## src/rtl/univ_shift_reg.sv

```systemverilog
// Universal shift register: hold, parallel load, logical shift, rotate and arithmetic
// shift, with serial ports on both ends and a saturating shift-step counter.
module univ_shift_reg #(
   parameter  int WIDTH = 8,
   localparam int CNT_W = $clog2(WIDTH + 1)
) (
   input  logic             clk,
   input  logic             n_reset,
   input  logic             n_clr,
   input  logic             en,
   input  logic [2:0]       mode,
   input  logic [WIDTH-1:0] par_in,
   input  logic             ser_in_r,
   input  logic             ser_in_l,
   output logic [WIDTH-1:0] Q,
   output logic             ser_out_r,
   output logic             ser_out_l,
   output logic [CNT_W-1:0] shift_cnt,
   output logic             done
);

   localparam logic [2:0] M_HOLD = 3'b000;
   localparam logic [2:0] M_SHR  = 3'b001;
   localparam logic [2:0] M_SHL  = 3'b010;
   localparam logic [2:0] M_LOAD = 3'b011;
   localparam logic [2:0] M_ROTR = 3'b100;
   localparam logic [2:0] M_ROTL = 3'b101;
   localparam logic [2:0] M_ASHR = 3'b110;

   localparam logic [CNT_W-1:0] CNT_MAX = CNT_W'(WIDTH);

   logic [WIDTH-1:0] r_q;
   logic [CNT_W-1:0] r_cnt;
   logic [WIDTH-1:0] w_q_nxt;
   logic [CNT_W-1:0] w_cnt_nxt;
   logic             w_step;

   // Next-state decode: clear beats enable, enable gates every mode
   always_comb begin
      w_q_nxt   = r_q;
      w_cnt_nxt = r_cnt;
      w_step    = 1'b0;
      if (!n_clr) begin
         w_q_nxt   = {WIDTH{1'b0}};
         w_cnt_nxt = {CNT_W{1'b0}};
      end else if (en) begin
         case (mode)
            M_HOLD: w_q_nxt = r_q;
            M_SHR: begin
               w_q_nxt = {ser_in_r, r_q[WIDTH-1:1]};
               w_step  = 1'b1;
            end
            M_SHL: begin
               w_q_nxt = {r_q[WIDTH-2:0], ser_in_l};
               w_step  = 1'b1;
            end
            M_LOAD: begin
               w_q_nxt   = par_in;
               w_cnt_nxt = {CNT_W{1'b0}};
            end
            M_ROTR: begin
               w_q_nxt = {r_q[0], r_q[WIDTH-1:1]};
               w_step  = 1'b1;
            end
            M_ROTL: begin
               w_q_nxt = {r_q[WIDTH-2:0], r_q[WIDTH-1]};
               w_step  = 1'b1;
            end
            M_ASHR: begin
               w_q_nxt = {r_q[WIDTH-1], r_q[WIDTH-1:1]};
               w_step  = 1'b1;
            end
            default: w_q_nxt = r_q;
         endcase
         // Counter stops at WIDTH so done stays asserted while shifting continues
         if (w_step && (r_cnt != CNT_MAX)) begin
            w_cnt_nxt = r_cnt + CNT_W'(1);
         end else begin
            w_cnt_nxt = w_cnt_nxt;
         end
      end else begin
         w_q_nxt   = r_q;
         w_cnt_nxt = r_cnt;
      end
   end

   // State registers with asynchronous reset
   always_ff @(posedge clk or negedge n_reset) begin
      if (!n_reset) begin
         r_q   <= {WIDTH{1'b0}};
         r_cnt <= {CNT_W{1'b0}};
      end else begin
         r_q   <= w_q_nxt;
         r_cnt <= w_cnt_nxt;
      end
   end

   assign Q         = r_q;
   assign shift_cnt = r_cnt;
   assign done      = (r_cnt == CNT_MAX);
   assign ser_out_r = r_q[0];
   assign ser_out_l = r_q[WIDTH-1];

endmodule

```

## config.mk

```make
export PLATFORM = sky130hd
export DESIGN_NAME = univ_shift_reg
export DESIGN_NICKNAME = d
export VERILOG_FILES = /design/src/rtl/univ_shift_reg.sv
export SDC_FILE = /design/constraint.sdc
export NUM_CORES = 1
export LEC_CHECK = 0
export BUFFER_PORTS_ARGS = -buffer_cell sky130_fd_sc_hd__buf_2
export CAP_MARGIN = 15
export CORE_AREA = 2 2 43 53
export CTS_CLUSTER_SIZE = 40
export DETAILED_ROUTE_END_ITERATION = 7
export DIE_AREA = 0 0 45 55
export HOLD_SLACK_MARGIN = 0.02
export PLACE_DENSITY = 0.81
export SYNTH_ARGS = -nofsm -noshare
export SYNTH_HDL_FRONTEND = slang
export SYNTH_SLANG_ARGS = --single-unit
```

## constraint.sdc

```tcl
create_clock -name clk -period 1.8 [get_ports clk]
set_input_delay 0 -clock clk [delete_from_list [all_inputs] [get_ports clk]]
set_output_delay 0 -clock clk [all_outputs]
set_load 0.1 [all_outputs]
```

==> impl_results.md, run 1 <==
- Max-slew violation count: 0
- Gate power share: around 40%
- Max Cap Viol: 0
- Final hold violation count: 0
- Core Area: approximately 2000 µm²
- Die H: approximately 55 µm
- Nets: ~150
- WL per Instance: between 10 and 15 µm
- Worst path required time: ~1.8 ns
- Area growth syn-to-layout: 23.98%
- CTS buffer count: 3
- Synth cell types: 37
- Worst Path Arrival: 1.60 ns
- DR vias: approximately 860
- Worst Hold Launch: en
- Commonest non-fill, non-tap cell in the layout: buf_2
- Die ar.: approximately 2500 µm²
- Maximum VDD drop: 0.4896 mV
- Slew at the pin closest to its max-slew limit: around 0.47 ns
- Wire length on met1: 890 µm
- Residual DRC: 0
- WHS Endpoint: Q[7]
- #FFs+latches synth: 12
- Largest net degree at the start of global routing: 17
- R2R Setup Slk: 0.22 ns
- Commonest cells after routing, fill and taps aside: buf_2 (31), nand2_1 (11), dfrtp_1 (8), nor2_1 (8), mux2_2 (7)
- F_max: between 600 and 700 MHz
- Sequential Power Share: between 30% and 40%
- I/O pin total: 32
- H-tree levels: 1
- Root Buffer Master: clkbuf_4
- GPL Wtd Cong: 0.7698
- CP max stage cell: dfrtp_4
- Synth Net Count: 117
- P_int: about 0.51 mW
- CTS Sinks: 12
- I/O Buffers: 31
- Clk pwr share: 24.4%
- Initial antenna violation count: 0
- Clk slew on worst S/H paths: approximately 0.080 ns
- CP startpoint kind: flip-flop
- DRT Pass-1 Iters: 4
- Final core occ: roughly 57%
- NetSw: between 0.3 and 0.4 mW
- Clock Latency Late Sink: around 0.28 ns
- Hpwl dp: roughly 1.5 mm
- Share of cells above drive strength 1: 46.09%
- Total Wirelength: 1.991 mm
- Row Count: 18
- Warnings from Yosys: 0
- Synth Instances: 98
- Slew headroom: 68.17%
- N_diodes: 0
- Total gr overflow: 0
- Initial core utilization: around 46%
- Die width: around 45 µm
- CTS tree: done
- Worst Setup Path Type: flip-flop to output port
- DR top layer: met4
- RSZ-0062 raised after global routing: no
- Pwr Total: 0.9018 mW
- Metal3 WL: 97 µm
- Max FO, Critical Path: 5
- Reg2reg end: shift_cnt[1]
- Critical Path End Type: output port
- Slowest stage delay, CP: about 0.51 ns
- Crit share post-route: about nine tenths
- Hold Path Class: input port to flip-flop
- Synthesized area per cell: about 9.4 µm²
- GRT Overall Usage: between 10% and 20%
- CTS Buffer Depth: 2
- Wire length of the first global-routing pass: 3.215 mm
- Static Leak: about 0.55 nW
- Reg2Reg Launch Point: shift_cnt[1]
- Status: finished clean
- Seq/Total Area, Yosys: ~33%
- Sw Share: between 40% and 50%
- Hold Path Stages: 3
- Antenna Nets Post-Route: 0
- Final critical-path required period: ~1.6 ns
- Clock Skews: between 0.002 and 0.003 ns
- CP Cell Sequence: inv_2 -> ha_4 -> and3b_4 -> buf_2
- Vias per cell: between 5 and 6
- Vias in the first global route: 714
- Worst r2r path cells: 6
- 1st-iter DRT viols: 10
- Met2 routed WL: 975 µm
- Mapped cell area: just over 900 µm²
- # setup viols final: 0
- P per Cell Area: between 700 and 800 nW/µm²
[cell usage after synthesis]
master	count	area share, %
a2111oi_0	1	0.95
nand2b_1	3	2.0
nand2_1	11	4.5
nor2_1	8	3.3
inv_1	5	2.0
o21a_4	1	1.6
or3_1	1	0.68
or2_4	1	0.95
buf_6	2	2.5
mux2i_1	1	1.1
a211o_1	1	0.95
a21oi_1	3	1.6
o22ai_1	6	4.1
a2bb2oi_1	1	0.95
and3b_1	1	0.95
a22o_1	2	1.9
nor4b_1	1	0.95
o21ai_0	2	1.1
clkbuf_1	1	0.41
o41ai_1	5	4.8
nor3_1	1	0.54
a221oi_1	1	0.95
nand3_1	2	1.1
a21bo_2	1	1.1
and3_4	1	1.2
xnor2_1	1	0.95
ha_1	2	2.7
dfrtp_1	12	33
buf_4	4	3.3
o41ai_2	1	1.8
o31ai_1	2	1.6
a211oi_1	2	1.6
buf_2	1	0.54
mux2_2	7	8.6
nor3b_1	1	0.82
o32ai_1	1	0.95
nand3b_4	1	2.2
[state kept, by name, summed over array words and instances (netlist names)]
signal / cells
Q: 8
shift_cnt: 4
[critical path, delay by kind of cell, from the launching register on]
kind / cells / cell delay (ns)
buf+inv: 2 / 0.50
flops: 1 / 0.51
fa+ha+maj: 1 / 0.12
simple gates: 1 / 0.19
[how the worst max path moves through the flow]
stage | end | from | slack, ns
after global placement | shift_cnt[1] | shift_cnt[1] | 0.29
after global routing | shift_cnt[1] | shift_cnt[1] | 0.09
after CTS | shift_cnt[1] | shift_cnt[1] | 0.11
after detailed placement | shift_cnt[1] | shift_cnt[1] | 0.13
final | done | shift_cnt[1] | 0.20
after floorplan | shift_cnt[2] | shift_cnt[1] | -0.06
[routing by layer]
metal | global-route usage (%) | vias to the layer above
li1 | - | 431
met1 | 25.25 | 394
met2 | 26.90 | 27
met3 | 1.948 | 5
met4 | 7.353 | 0
met5 | 0 | -
[final cells by class]
type / count / area, µm²
inverters: 5 / 18.77
flip-flops and latches: 12 / 310.3
clock buffers: 4 / 36.28
multi-input cells: 73 / 565.5
fillers: 174 / 843.3
repair buffers: 34 / 182.7
well taps: 20 / 25.02
[cells by family (layout without fill, tap and decap cells)]
kind of cell	count (synthesis)	after routing	synth area share (%)
simple gates	32	32	19.21
compound gates	30	30	26.02
buf+inv	13	43	8.719
flops	12	12	32.70
mux	8	8	9.674
fa+ha+maj	2	2	2.724
xor+xnor	1	1	0.9539
[power groups by stage]
stage | combinational [mW] | sequential [mW] | clock, mW
final | 0.362 | 0.319 | 0.220
after global routing | 0.386 | 0.324 | 0.240
after CTS | 0.364 | 0.319 | 0.227
after detailed placement | 0.360 | 0.325 | 0
after global placement | 0.357 | 0.323 | 0
after floorplan | 0.152 | 0.470 | 0
[metrics by stage]
stage | TNS (ns) | std cells | hold WS (ns) | area, µm² | worst slack (ns)
after floorplan | -0.06052 | 98 | -0.2956 | 954.7 | -0.06052
after global placement | 0 | 142 | -0.1080 | 1081 | 0.2867
after detailed placement | 0 | 142 | -0.1024 | 1081 | 0.1303
after CTS | 0 | 148 | 0.02018 | 1137 | 0.1063
after global routing | 0 | 148 | 0.04197 | 1139 | 0.09338
final | 0 | 148 | 0.01776 | 1139 | 0.2045
[what timing repair did]
action / in CTS / in global routing
hold endpoints to repair: 13 / 0
setup buffers: 0 / 0
setup endpoints to repair: 0 / 3
hold buffers: 2 / 0
gates resized for setup: 0 / 1
Power figures use the tool's default switching activity.
==> run 2, diff against run 1 <==
- CELL_PAD_IN_SITES_DETAIL_PLACEMENT: unset -> 1
- CELL_PAD_IN_SITES_GLOBAL_PLACEMENT: unset -> 1
- CORE_AREA: 2 2 43 53 -> 2 2 50 61
- DIE_AREA: 0 0 45 55 -> 0 0 52 63
==> impl_results.md, run 2 (synthesis gave the netlist of run 1 again) <==
- Status: finished clean
- Critical Path End Type: flip-flop
- Commonest cells after routing, fill and taps aside: buf_2 (31), nand2_1 (11), dfrtp_1 (8), nor2_1 (8), mux2_2 (7)
- Die width: 52 µm (+16%)
- Root Buffer Master: clkbuf_4
- Die ar.: 3276 µm² (+32%)
- WHS Endpoint: Q[7]
- F_max: 619.0 MHz (-1.2%)
- Clk slew on worst S/H paths: 0.08 ns (about the same)
- GRT Overall Usage: 16.95% (-0.71 points)
- Worst Hold Launch: n_clr
- CTS tree: done
- H-tree levels: 1 (unchanged)
- RSZ-0062 raised after global routing: no
- Final hold violation count: 0 (unchanged)
- GPL Wtd Cong: 0.7529 (-2.2%)
- Crit share post-route: 89.75% (+1.1 points)
- Fin cells: 161 (+8.8%)
- Die H: 63 µm (+15%)
- Initial core utilization: 33.93% (-12 points)
- Residual DRC: 0 (unchanged)
- Final critical-path required period: 1.616 ns (+0.02006 ns)
- DR vias: 895 (+4.4%)
- R2R Setup Slk: 0.18 ns (-0.04 ns)
- Total Wirelength: 2.457 mm (+23%)
- Slew at the pin closest to its max-slew limit: 0.5378 ns (+0.06445 ns)
- Worst Path Arrival: 1.83 ns (+0.23 ns)
- I/O Buffers: 31 (unchanged)
- Max FFs per register: 8 (unchanged)
- Reg2reg end: shift_cnt[3]
- Initial antenna violation count: 0 (unchanged)
- Commonest non-fill, non-tap cell in the layout: buf_2
- Antenna Nets Post-Route: 0 (unchanged)
- Worst path required time: 2.01 ns (+0.21 ns)
- Core Area: 2706 µm² (+37%)
- Worst r2r path cells: 6 (unchanged)
- P per Cell Area: 790.4 nW/µm² (-0.21%)
- CTS Sinks: 12 (unchanged)
- Hold Path Class: input port to flip-flop
- Max-slew violation count: 0 (unchanged)
- DRT Pass-1 Iters: 4 (unchanged)
- Static Leak: 0.5472 nW (-0.73%)
- DP Area: 1099 µm² (+1.6%)
- CTS Buffer Depth: 2 (unchanged)
- # setup viols final: 0 (unchanged)
- Wire length of the first global-routing pass: 4.264 mm (+33%)
- Share of cells above drive strength 1: 46.46% (+0.36 points)
- Vias per cell: 5.559 (-4.0%)
- CTS buffer count: 3 (unchanged)
- Final std cell area, no fill: 1145 µm² (+0.55%)
- Total gr overflow: 0 (unchanged)
- N_diodes: 0 (unchanged)
- Worst Setup Path Type: flip-flop to flip-flop
- Vias in the first global route: 927 (+30%)
- Max Cap Viol: 0 (unchanged)
- Row Count: 21 (+3)
- Area growth syn-to-layout: 24.66%
- I/O pin total: 32 (unchanged)
- Maximum VDD drop: 0.3640 mV (-26%)
- Slew headroom: 63.22% (-5.0 points)
- DP Cell Count: 156 (+9.9%)
- Hold Path Stages: 3 (unchanged)
- Hpwl dp: 1.867 mm (+27%)
- Largest net degree at the start of global routing: 17 (unchanged)
- Post-CTS Setup Bufs: 0 (unchanged)
- Max FO, Critical Path: 5 (unchanged)
- 1st-iter DRT viols: 7 (-3)
- CP startpoint kind: flip-flop
- Clock Skews: 0.0008461 ns (-0.001823 ns)
- Reg2Reg Launch Point: shift_cnt[1]
- Clock Latency Late Sink: 0.27 ns (about the same)
- WL per Instance: 15.26 µm (+13%)
- Nets: 147 (-0.68%)
[run 2: changes by cell type in the layout (fill, tap and decap cells not counted)]
cell | before | now
a2111oi_0 | 0 | 1
a2111oi_1 | 1 | 0
dlygate4sd3_1 | 2 | 1
[run 2: worst max-delay path, cell delays in order, from the launching register on]
cell and delay, ns:
dfrtp_4 0.51, inv_2 0.08, ha_4 0.13, nand2_1 0.05
a2111oi_0 0.42, or2_4 0.23, a22o_1 0.14
[run 2: worst max path at each step]
| stage | slack [ns] | to | cells after the start | from |
|---|---|---|---|---|
| final | 0.18 | shift_cnt[3] | 6 | shift_cnt[1] |
| after global placement | 0.28 | shift_cnt[1] | 6 | shift_cnt[1] |
| after detailed placement | 0.19 | shift_cnt[3] | 6 | shift_cnt[1] |
| after CTS | 0.17 | shift_cnt[3] | 6 | shift_cnt[1] |
| after floorplan | -0.06 | shift_cnt[2] | 6 | shift_cnt[1] |
| after global routing | 0.008 | shift_cnt[1] | 6 | shift_cnt[1] |
[run 2: per-layer routing]
layer	track usage, %	vias to the layer above	share of wire [%]
li1	-	429	-
met5	0	-	0
met4	9.211	0	1.8
met2	27.85	25	51
met3	0.9569	6	3.7
met1	21.52	435	44
[run 2: where the power goes]
group	internal (mW)	switching, mW
logic	0.0930	0.273
clock network	0.123	0.0949
registers	0.292	0.0294
total	0.508	0.397
[run 2: final cells by class]
type	instances	area [µm²]
Clock buffer	4	36.28
Fill cell	344	1562
Inverter	5	18.77
Multi-Input combinational cell	73	564.3
Sequential cell	12	310.3
Tap cell	34	42.54
Timing Repair Buffer	33	172.7
[run 2: what timing repair did]
item,4_1_cts,5_1_grt
hold buffers,1,0
gates resized for setup,0,0
endpoints found under the hold margin,12,0
[run 2: through the flow]
step	hold slack (ns)	power, mW	util, %	worst slack (ns)	TNS (ns)
after floorplan	-0.2956	0.6227	-	-0.06052	-0.06052
after global placement	-0.1001	0.6828	40.59	0.2832	0
after detailed placement	-0.09367	0.6926	40.59	0.1861	0
after CTS	0.02523	0.9166	42.30	0.1671	0
after global routing	0.02446	0.9576	42.30	0.008287	0
final	0.03203	0.9049	42.30	0.1845	0
==> run 3, diff against run 2 <==
- clock period: 1.8 -> 1.5 ns (I/O delays scaled with it)
==> impl_results.md, run 3 (synthesis gave the netlist of run 1 again) <==
- Status: finished clean
- Antenna Nets Post-Route: 0 (unchanged)
- Commonest non-fill, non-tap cell in the layout: buf_2
- Critical Path End Type: flip-flop
- Final critical-path required period: 1.473 ns (-0.1422 ns)
- Die H: 63 µm (unchanged)
- CP max stage cell: dfrtp_4
- Top Usage Layer GRT: met2
- Die ar.: 3276 µm² (unchanged)
- CP Cell Sequence: inv_2 -> ha_4 -> and3b_4 -> or3_4 -> nor3b_2 -> a211o_1
- CTS tree: done
- Worst path required time: 1.72 ns (-0.29 ns)
- Slowest stage delay, CP: 0.42 ns (-0.09 ns)
- N_diodes: 0 (unchanged)
- Vias in the first global route: 938 (+1.2%)
- Commonest cells after routing, fill and taps aside: buf_2 (30), nand2_1 (11), dfrtp_2 (10), nor2_1 (8)
- WL per Instance: 15.10 µm (-1.0%)
- Core Area: 2706 µm² (unchanged)
- Crit share post-route: 98.22% (+8.5 points)
- Fin cells: 167 (+3.7%)
- I/O Buffers: 31 (unchanged)
- Static Leak: 0.5685 nW (+3.9%)
- Hpwl dp: 1.932 mm (+3.5%)
- Number of fill cells: 326 (-5.2%)
- Max FO, Critical Path: 3 (-2)
- Final hold violation count: 0 (unchanged)
- CTS Buffer Depth: 2 (unchanged)
- Grt met2 use: 26.74% (-1.1 points)
- Total gr overflow: 0 (unchanged)
- H-tree levels: 1 (unchanged)
- RSZ-0062 raised after global routing: yes
- CP startpoint kind: flip-flop
- I/O pin total: 32 (unchanged)
- Max-slew violation count: 0 (unchanged)
- Residual DRC: 0 (unchanged)
- Pwr Total: 1.108 mW (+22%)
- Grt met3 use: 0.7177% (-0.24 points)
- Clk slew on worst S/H paths: 0.08 ns (about the same)
- Worst Setup Path Type: flip-flop to flip-flop
- DR vias: 896 (+0.11%)
- Nets: 153 (+4.1%)
- Max Cap Viol: 0 (unchanged)
- P per Cell Area: 907.5 nW/µm² (+15%)
- # setup viols final: 0 (unchanged)
- Initial antenna violation count: 0 (unchanged)
- Maximum VDD drop: 0.3424 mV (-5.9%)
- Clock Latency Late Sink: 0.28 ns (about the same)
- Clock Skews: 0.002973 ns (+0.002127 ns)
- GPL Wtd Cong: 0.7513 (-0.21%)
- 1st-iter DRT viols: 18 (+11)
- Total Wirelength: 2.522 mm (+2.6%)
- Row Count: 21 (unchanged)
- F_max: 678.7 MHz (+9.7%)
- Global routing usage on met1: 23.47% (+1.9 points)
- Worst Path Arrival: 1.69 ns (-0.14 ns)
- Wire length of the first global-routing pass: 4.319 mm (+1.3%)
- Final core occ: 45.12% (+2.8 points)
- Hold Path Class: input port to flip-flop
- Slew headroom: 66.97% (+3.7 points)
- Max FFs per register: 8 (unchanged)
- Hold WS: 0.02486 ns (-0.007172 ns)
- Vias per cell: 5.365 (-3.5%)
- CTS buffer count: 3 (unchanged)
- Area growth syn-to-layout: 32.97%
- CTS Sinks: 12 (unchanged)
- DP Cell Count: 162 (+3.8%)
- Largest net degree at the start of global routing: 15 (-2)
- Root Buffer Master: clkbuf_4
- Share of cells above drive strength 1: 55.64% (+9.2 points)
- Initial core utilization: 33.93% (unchanged)
- Slew at the pin closest to its max-slew limit: 0.4989 ns (-0.03889 ns)
- DRT Pass-1 Iters: 4 (unchanged)
- GRT Overall Usage: 17.00% (+0.048 points)
- Die width: 52 µm (unchanged)
run 3: changes by cell type in the layout (fill, tap and decap cells not counted), sizes merged:
cell and delta:
buf +6
run 3: per-stage QoR:
step                worst slack [ns]  setup TNS [ns]  area (µm²)
floorplan                    -0.3605          -1.187       964.7
global placement             0.03448               0        1169
detailed placement           -0.1296         -0.3856        1169
CTS                         0.001117               0        1221
global route                -0.03135        -0.03824        1221
finish                       0.02669               0        1221
run 3: power by group:
group | switching, mW | total [mW] | internal [mW]
clock network | 0.119 | 0.266 | 0.148
registers | 0.0309 | 0.385 | 0.354
logic | 0.335 | 0.457 | 0.122
total | 0.485 | 1.11 | 0.623
run 3: per-layer routing:
| layer | up-vias | share of wire [%] |
|---|---|---|
| li1 | 433 | - |
| met1 | 440 | 48 |
| met2 | 21 | 48 |
| met3 | 2 | 2.9 |
| met4 | 0 | 1.1 |
| met5 | - | 0 |
run 3: final timing paths:
path,start,end,slack (ns),cells after the start
worst max-delay path,shift_cnt[1],shift_cnt[2],0.03,6
worst min-delay path,en,Q[7],0.02,3
worst max register to register,shift_cnt[1],shift_cnt[2],0.03,6
worst min register to register,Q[2],Q[2],0.54,2
max in group asynchronous,n_reset,shift_cnt[0],1.11,2
min in group asynchronous,n_reset,Q[3],0.14,2
run 3: worst max-delay path: cells and delay by family, from the launching register on:
family	cells	cell delay [ns]
adder cells (fa/ha/maj)	1	0.15
flip-flops	1	0.42
buffers and inverters	1	0.05
AO/OA/AOI/OAI	1	0.11
AND/OR/NAND/NOR	3	0.69
run 3: cell type report:
cell class,count,area [µm²],area share (%)
clock buffers,4,36.28,2.971
inverters,5,18.77,1.537
multi-input cells,73,570.5,46.72
flip-flops and latches,12,320.3,26.23
well taps,34,42.54,3.484
repair buffers,39,232.7,19.06
run 3: timing repair:
item / 4_1_cts / 5_1_grt
hold endpoints to repair: 12 / 0
gates resized for setup: 2 / 0
setup buffers: 0 / 0
hold buffers: 1 / 0
endpoints found under the setup margin: 4 / 4
pin swaps: 0 / 1
